<file path="src/rtl/phase_calc_array.sv">
// phase_calc_array: per-channel phase difference between a reference neuron
// output (nf) and each measured neuron output (ns[i]), counted in clk cycles
// from an nf rising edge to the next ns[i] rising edge, saturating at 2^W-1.
module phase_calc_array #(
    parameter int unsigned N           = 4,
    parameter int unsigned W           = 4,
    parameter bit          CHANGE_ONLY = 1'b1
) (
    input  logic           clk,
    input  logic           rst,
    input  logic           en,
    input  logic           nf,
    input  logic [N-1:0]   ns,
    output logic [N*W-1:0] phase_diff,
    output logic [N-1:0]   pd_valid,
    output logic [N-1:0]   pd_ovf,
    output logic [N-1:0]   busy
);

    localparam logic [W-1:0] SAT = '1;

    typedef enum logic {
        IDLE  = 1'b0,
        COUNT = 1'b1
    } state_t;

    logic         nf_q;
    logic [N-1:0] ns_q;
    logic         nf_rise;
    logic [N-1:0] ns_rise;

    assign nf_rise = nf & ~nf_q;
    assign ns_rise = ns & ~ns_q;

    // Edge-detect history; runs regardless of en so no stale edge appears on re-enable
    always_ff @(posedge clk or posedge rst) begin
        if (rst) begin
            nf_q <= 1'b0;
            ns_q <= '0;
        end else begin
            nf_q <= nf;
            ns_q <= ns;
        end
    end

    for (genvar i = 0; i < N; i++) begin : g_ch
        state_t       state, state_n;
        logic [W-1:0] cnt, cnt_n;
        logic [W-1:0] res, res_n;
        logic         ovf, ovf_n;
        logic         vld, vld_n;
        logic         seen, seen_n;
        logic [W-1:0] cnt_sat;
        logic         cap;
        logic [W-1:0] cap_val;
        logic         cap_ovf;

        // Next-state, counter and capture logic for this channel
        always_comb begin
            state_n = state;
            cnt_n   = cnt;
            res_n   = res;
            ovf_n   = ovf;
            seen_n  = seen;
            vld_n   = 1'b0;
            cap     = 1'b0;
            cap_val = '0;
            cap_ovf = 1'b0;
            cnt_sat = (cnt == SAT) ? SAT : cnt + W'(1);

            if (!en) begin
                state_n = IDLE;
                cnt_n   = '0;
            end else if (state == IDLE) begin
                if (nf_rise && ns_rise[i]) begin
                    // Zero phase: capture immediately without entering COUNT
                    cap = 1'b1;
                end else if (nf_rise) begin
                    state_n = COUNT;
                    cnt_n   = '0;
                end
            end else begin
                if (ns_rise[i]) begin
                    cap     = 1'b1;
                    cap_val = cnt_sat;
                    cap_ovf = (cnt >= SAT - W'(1));
                    // A coincident reference edge starts the next measurement
                    state_n = nf_rise ? COUNT : IDLE;
                    cnt_n   = '0;
                end else if (nf_rise) begin
                    // Missed period: restart without a capture
                    cnt_n = '0;
                end else begin
                    cnt_n = cnt_sat;
                end
            end

            if (cap) begin
                res_n  = cap_val;
                ovf_n  = cap_ovf;
                seen_n = 1'b1;
                vld_n  = CHANGE_ONLY ? (!seen || cap_val != res || cap_ovf != ovf) : 1'b1;
            end
        end

        // Channel state and result registers
        always_ff @(posedge clk or posedge rst) begin
            if (rst) begin
                state <= IDLE;
                cnt   <= '0;
                res   <= '0;
                ovf   <= 1'b0;
                vld   <= 1'b0;
                seen  <= 1'b0;
            end else begin
                state <= state_n;
                cnt   <= cnt_n;
                res   <= res_n;
                ovf   <= ovf_n;
                vld   <= vld_n;
                seen  <= seen_n;
            end
        end

        assign phase_diff[i*W +: W] = res;
        assign pd_ovf[i]            = ovf;
        assign pd_valid[i]          = vld;
        assign busy[i]              = (state == COUNT);
    end

endmodule

</file>
<file path="config.mk">
export PLATFORM = sky130hd
export DESIGN_NAME = phase_calc_array
export DESIGN_NICKNAME = d
export VERILOG_FILES = /design/src/rtl/phase_calc_array.sv
export SDC_FILE = /design/constraint.sdc
export NUM_CORES = 1
export LEC_CHECK = 0
export CAP_MARGIN = 30
export CELL_PAD_IN_SITES_DETAIL_PLACEMENT = 0
export CELL_PAD_IN_SITES_GLOBAL_PLACEMENT = 1
export CORE_AREA = 2 2 92 94
export CTS_CLUSTER_SIZE = 30
export DETAILED_ROUTE_END_ITERATION = 8
export DIE_AREA = 0 0 94 96
export PLACE_DENSITY_LB_ADDON = 0.1
export SLEW_MARGIN = 20
export SYNTH_ARGS = -nofsm -noshare
export SYNTH_HDL_FRONTEND = slang
export SYNTH_SLANG_ARGS = --single-unit
</file>
<file path="constraint.sdc">
create_clock -name clk -period 1.8 [get_ports clk]
set_clock_uncertainty 0.2 [all_clocks]
set_input_delay 0.36 -clock clk [delete_from_list [all_inputs] [get_ports clk]]
set_output_delay 0.36 -clock clk [all_outputs]
set_load 0.03 [all_outputs]
</file>
### Word-level counts from Yosys, hierarchy flattened

Index checks and enable logic that the tools add are counted.

| storage, ports and cells | value |
|---|---|
| register bits after elaboration | 53 |
| bits in latches | 0 |
| memories | 0 |
| output and inout bits | 28 |
| bits in read-only memories | 0 |
| memory bits (writable) | 0 |

| cells by class | value |
|---|---|
| magnitude comparators | 4 |
| divide/modulo/power cells | 0 |
| eq/ne operators | 20 |
| multiplexer cells | 86 |
| shift operators | 0 |
| bitwise operators | 4 |
| add/subtract/negate cells | 4 |
| reductions and logical operators | 20 |
| multipliers | 0 |

Operators with widths:

| kind | number |
|---|---|
| 4-bit 2-to-1 mux | 37 |
| 1-bit 2-to-1 mux | 49 |
| 4-bit by 1-bit adder with 4-bit output (second input constant) | 4 |
| 4-bit equality test (second input constant) | 4 |
| 4-bit greater-or-equal comparator (second input constant) | 4 |
| 4-bit inequality test | 4 |
| 3-bit by 1-bit inequality test with 1-bit output (second input constant) | 4 |
| 3-bit inequality test (second input constant) | 4 |
| 1-bit logical OR | 8 |
| 2-bit AND reduction | 4 |
| 4-bit AND | 1 |
| 1-bit logical AND | 4 |
| 1-bit zero test | 4 |
| 1-bit inequality test | 4 |
| 4-bit NOT | 1 |
| 1-bit AND | 1 |
| 1-bit NOT | 1 |

### Longest topological paths before layout

| depth | value |
|---|---|
| depth after elaboration | 9 |
| depth in mapped cells | 7 |
| gate-level depth less buffers | 7 |

### Worst setup path before layout

Ideal clock, no wire load.

| timing | value |
|---|---|
| path type | register to register |
| from | register g_ch[2].cnt[1] |
| to | register g_ch[2].vld |
| data arrival time | 1,594 ps |
| slack | -118 ps |
| period minus slack after synthesis | 1,918 ps |
| stages on the path, launching flop included | 7 |
| cells stage by stage | dfrtp_1 -> ha_1 -> and4b_4 -> a211oi_2 -> xnor2_1 -> a21oi_1 -> a211o_1 |

| on the way | value |
|---|---|
| word-level cells in the longest chain between the ends | 9 |
| elaborated cells on any way between the ends | 15 |
| classes of those cells | add/sub (1); order compare (1); eq/ne (3); mux (8); reduce/logical (2) |

Ends and longest elaborated chain:

| what | RTL line | RTL |
|---|---|---|
| start, declared | 48 | `logic [W-1:0] cnt, cnt_n;` |
| start signal, assigned | 117 | `cnt <= cnt_n;` |
| 4-bit by 1-bit adder with 4-bit output or 4-bit equality test (tied branches) | 69 | `cnt_sat = (cnt == SAT) ? SAT : cnt + W'(1);` |
| 4-bit 2-to-1 mux | 69 |  |
| 4-bit 2-to-1 mux | 83 | `if (ns_rise[i]) begin` |
| 4-bit 2-to-1 mux | 74 | `end else if (state == IDLE) begin` |
| 4-bit 2-to-1 mux | 71 | `if (!en) begin` |
| 4-bit inequality test | 102 | `vld_n = CHANGE_ONLY ? (!seen \|\| cap_val != res \|\| cap_ovf != ovf) : 1'b1;` |
| 1-bit logical OR | 102 |  |
| 1-bit logical OR (*) | 102 |  |
| 1-bit 2-to-1 mux (*) | 98 | `if (cap) begin` |
| net g_ch[2].vld_n | 51 | `logic vld, vld_n;` |
| end signal, assigned | 120 | `vld <= vld_n;` |
| end, declared | 51 |  |

Mark *: on every way through the listed nets, which the timed path passes. The rest lies on a longest branch.
A chain may end at the register's enable or synchronous reset.

### Worst setup path in the final report

| timing | value |
|---|---|
| from | register g_ch[1].cnt[1] |
| to | register g_ch[1].vld |

| on the way | value |
|---|---|
| word-level cells in the longest chain between the ends | 9 |
| elaborated cells on any way between the ends | 15 |
| classes of those cells | add/sub (1); order compare (1); eq/ne (3); mux (8); reduce/logical (2) |

Ends and longest elaborated chain:

| what | RTL line |
|---|---|
| start, declared | 48 |
| start signal, assigned | 117 |
| 4-bit by 1-bit adder with 4-bit output or 4-bit equality test (tied branches) | 69 |
| 4-bit 2-to-1 mux | 69 |
| 4-bit 2-to-1 mux | 83 |
| 4-bit 2-to-1 mux | 74 |
| 4-bit 2-to-1 mux | 71 |
| 4-bit inequality test | 102 |
| 1-bit logical OR | 102 |
| 1-bit logical OR (*) | 102 |
| 1-bit 2-to-1 mux (*) | 98 |
| net g_ch[1].vld_n | 51 |
| end signal, assigned | 120 |
| end, declared | 51 |

Marks and branches as above.

==> reports/results.ini <==
[placed_design]
dp_hpwl_um = 5210
gp_congestion = 0.831
placed_area_sq_mm = 0.00396
place_inst = 498
dp_slack_ns = -0.474
port_buffers = 35

[drt]
antenna_left = 0
wl_um = 7210
first_iter_violations = 66
wl_per_cell_um = 14.0
route.detailed.drc = 0
viasPerCell = 5.16
firstDrtPassIters = 5
vias = 2650

[critical_path]
cpMaxStageDelayCell = dfrtp_2
crit_path_end_kind = register
crit_buf_inv = 0
required_ns = 1.79
r2r_slack_ns = -0.06
critical-path-top-delay-family = compound AO/OA/AOI/OAI gates
cp_slowest_stage_delay_ns = 0.47
cp-start-kind = register
critical_path_class = reg -> reg
worstPathArrival_ns = 1.85
cp_max_fo = 5
path_cells = ha_4, o211ai_1, xor2_1, nand2_1, o31ai_4, a41oi_2

[timing]
fin_crit_sh_pct = 103
tns_ns = -0.130
fin_ws_ns = -0.0600
tightestPinTransition_ns = 0.352
final_max_slew_viol_count = 0
slew_headroom_pct = 76.5
hold_viol = 0
setup_viol = 4
fmax_ghz = 0.538
grt_setup_unrepaired = true
fin_crit_ns = 1.86

[synthesis]
ys.flop_type = dfrtp_1
synth_cells = 314
syn_nets = 330
synthArstFlopShare_pct = 100
syn_area_sq_mm = 0.00306
avgSynthCellArea_sq_um = 9.74
synth_cell_type_count = 59
synth_edf_count = 0
yosys_warnings = 0
seq_area_frac_synth_pct = 43.4
ys_seq_elements = 53

[final_layout]
fillCellCount = 739
final_common_cell = buf_4
areaGrowthSynthToFinish_pct = 38.7
final-seq-area_sq_mm = 0.00133
final_cell_area_sq_mm = 0.00424
num-nets-final = 424
stdcell_count = 514
multi_input_area_sq_mm = 0.00173
final_cell_mix = 66 x buf_4, 50 x dfrtp_1, 28 x nand2_1, 28 x dlygate4sd2_1, 23 x nor2_1
fin_util_pct = 52.7
drive_gt1_share_pct = 32.3
antennaDiodeCount = 0

[worst_hold_path]
hold_path_class = in -> async

[power]
leakagePower_nw = 1.97
powerDensity_mw_per_mm2 = 594
vdd.ir_drop.worst_v = 0.000361

[clock_tree]
numCtsBuffers = 5
clock_latency_ns = 0.32
clock_path_buffers = 2
cts_tree = built
postCtsHoldBufs = 0
root_buffer = clkbuf_8
clk_pin_slew_ns = 0.11
clock_sinks = 53
cts-htree-levels = 2

[run_status]
violations = setup timing
status = finished, violations left

[global_route]
grt.overflow.total = 0
top_usage_layer = met2
grt_pass1_wl_um = 12500
track_usage_pct = 17.3
grt_max_degree = 25
grt_use_met1_pct = 23.6
antenna_found_initial = 0
globalRouteMet2Util_pct = 29.0
grt.met3_usage_pct = 2.66
grt_pass1_vias = 2671

[flow_run]
drv_cap = 0

[die]
row_count = 33
initial_core_util_pct = 38.0
dieArea_sq_mm = 0.00902
die_height_um = 96
die_x_um = 94
core_sq_mm = 0.00805
ios = 36

flip-flops by register name, indices dropped and copies added (netlist names):
signal      cells
g_ch.cnt       16
g_ch.ovf        4
g_ch.res       16
g_ch.seen       4
g_ch.state      4
g_ch.vld        4
nf_q            1
ns_q            4
cell type report:
type | count | share of cell area, %
multi-input combinational | 234 | 40.9
sequential | 53 | 31.3
timing repair buffer | 106 | 21.7
tap | 105 | 3.10
clock buffer | 5 | 1.62
inverter | 8 | 0.796
clock inverter | 3 | 0.590
through the flow:
stage	hold slack [ns]	total power [mW]
finish	0.127	2.52
global route	0.140	2.65
CTS	0.133	2.54
detailed placement	0.258	1.81
global placement	0.267	1.81
floorplan	0.191	1.59
timing repair:
item,4_1_cts,5_1_grt
setup endpoints to repair,31,14
cloned,1,0
gates resized for setup,52,10
buffers inserted,6,1
pin swaps,12,7
layer usage:
metal	routed length (um)	up-vias
met1	3620	1275
li1	-	1326
met5	0	-
met2	3330	40
met3	177	9
met4	84	0
worst paths after layout:
check | cells after the start | endpoint | start
setup / recovery | 6 | g_ch[1].vld | g_ch[1].cnt[1]
hold / removal | 2 | g_ch[3].ovf | rst
setup reg to reg | 6 | g_ch[1].vld | g_ch[1].cnt[1]
hold reg to reg | 1 | g_ch[2].seen | g_ch[2].seen
max in group asynchronous | 3 | g_ch[2].res[2] | rst
min in group clk | 1 | ns_q[2] | ns[2]
report_power, final:
group | leakage [nW] | internal, mW | switching [mW] | total [mW]
registers | 0.697 | 1.25 | 0.0475 | 1.29
logic | 1.23 | 0.231 | 0.262 | 0.493
clock network | 0.0447 | 0.283 | 0.452 | 0.734
total | 1.97 | 1.76 | 0.761 | 2.52
Yosys cell counts (5+ instances only):
| cell | instances | area share, % |
|---|---|---|
| a211oi_1 | 5 | 1.2 |
| a21boi_0 | 5 | 1.2 |
| a21o_1 | 5 | 1.2 |
| a21oi_1 | 22 | 3.6 |
| a22o_1 | 10 | 2.9 |
| buf_4 | 14 | 3.4 |
| dfrtp_1 | 53 | 43 |
| ha_1 | 8 | 3.3 |
| inv_1 | 6 | 0.74 |
| nand2_1 | 29 | 3.6 |
| nand2b_1 | 14 | 2.9 |
| nand3_1 | 9 | 1.5 |
| nor2_1 | 23 | 2.8 |
| nor2b_1 | 11 | 2.2 |
| o21ai_0 | 16 | 2.6 |
cells by family (layout without fill, tap and decap cells):
logic type,count (synthesis),after routing,synth area share (%)
AO/OA/AOI/OAI,102,102,24.1
buffers and inverters,27,122,5.36
adder cells (fa/ha/maj),8,8,3.27
flip-flops,53,53,43.4
AND/OR/NAND/NOR,113,113,20.5
XOR/XNOR,8,8,2.29
multiplexers,3,3,1.06
(Power assumes the default switching activity.)
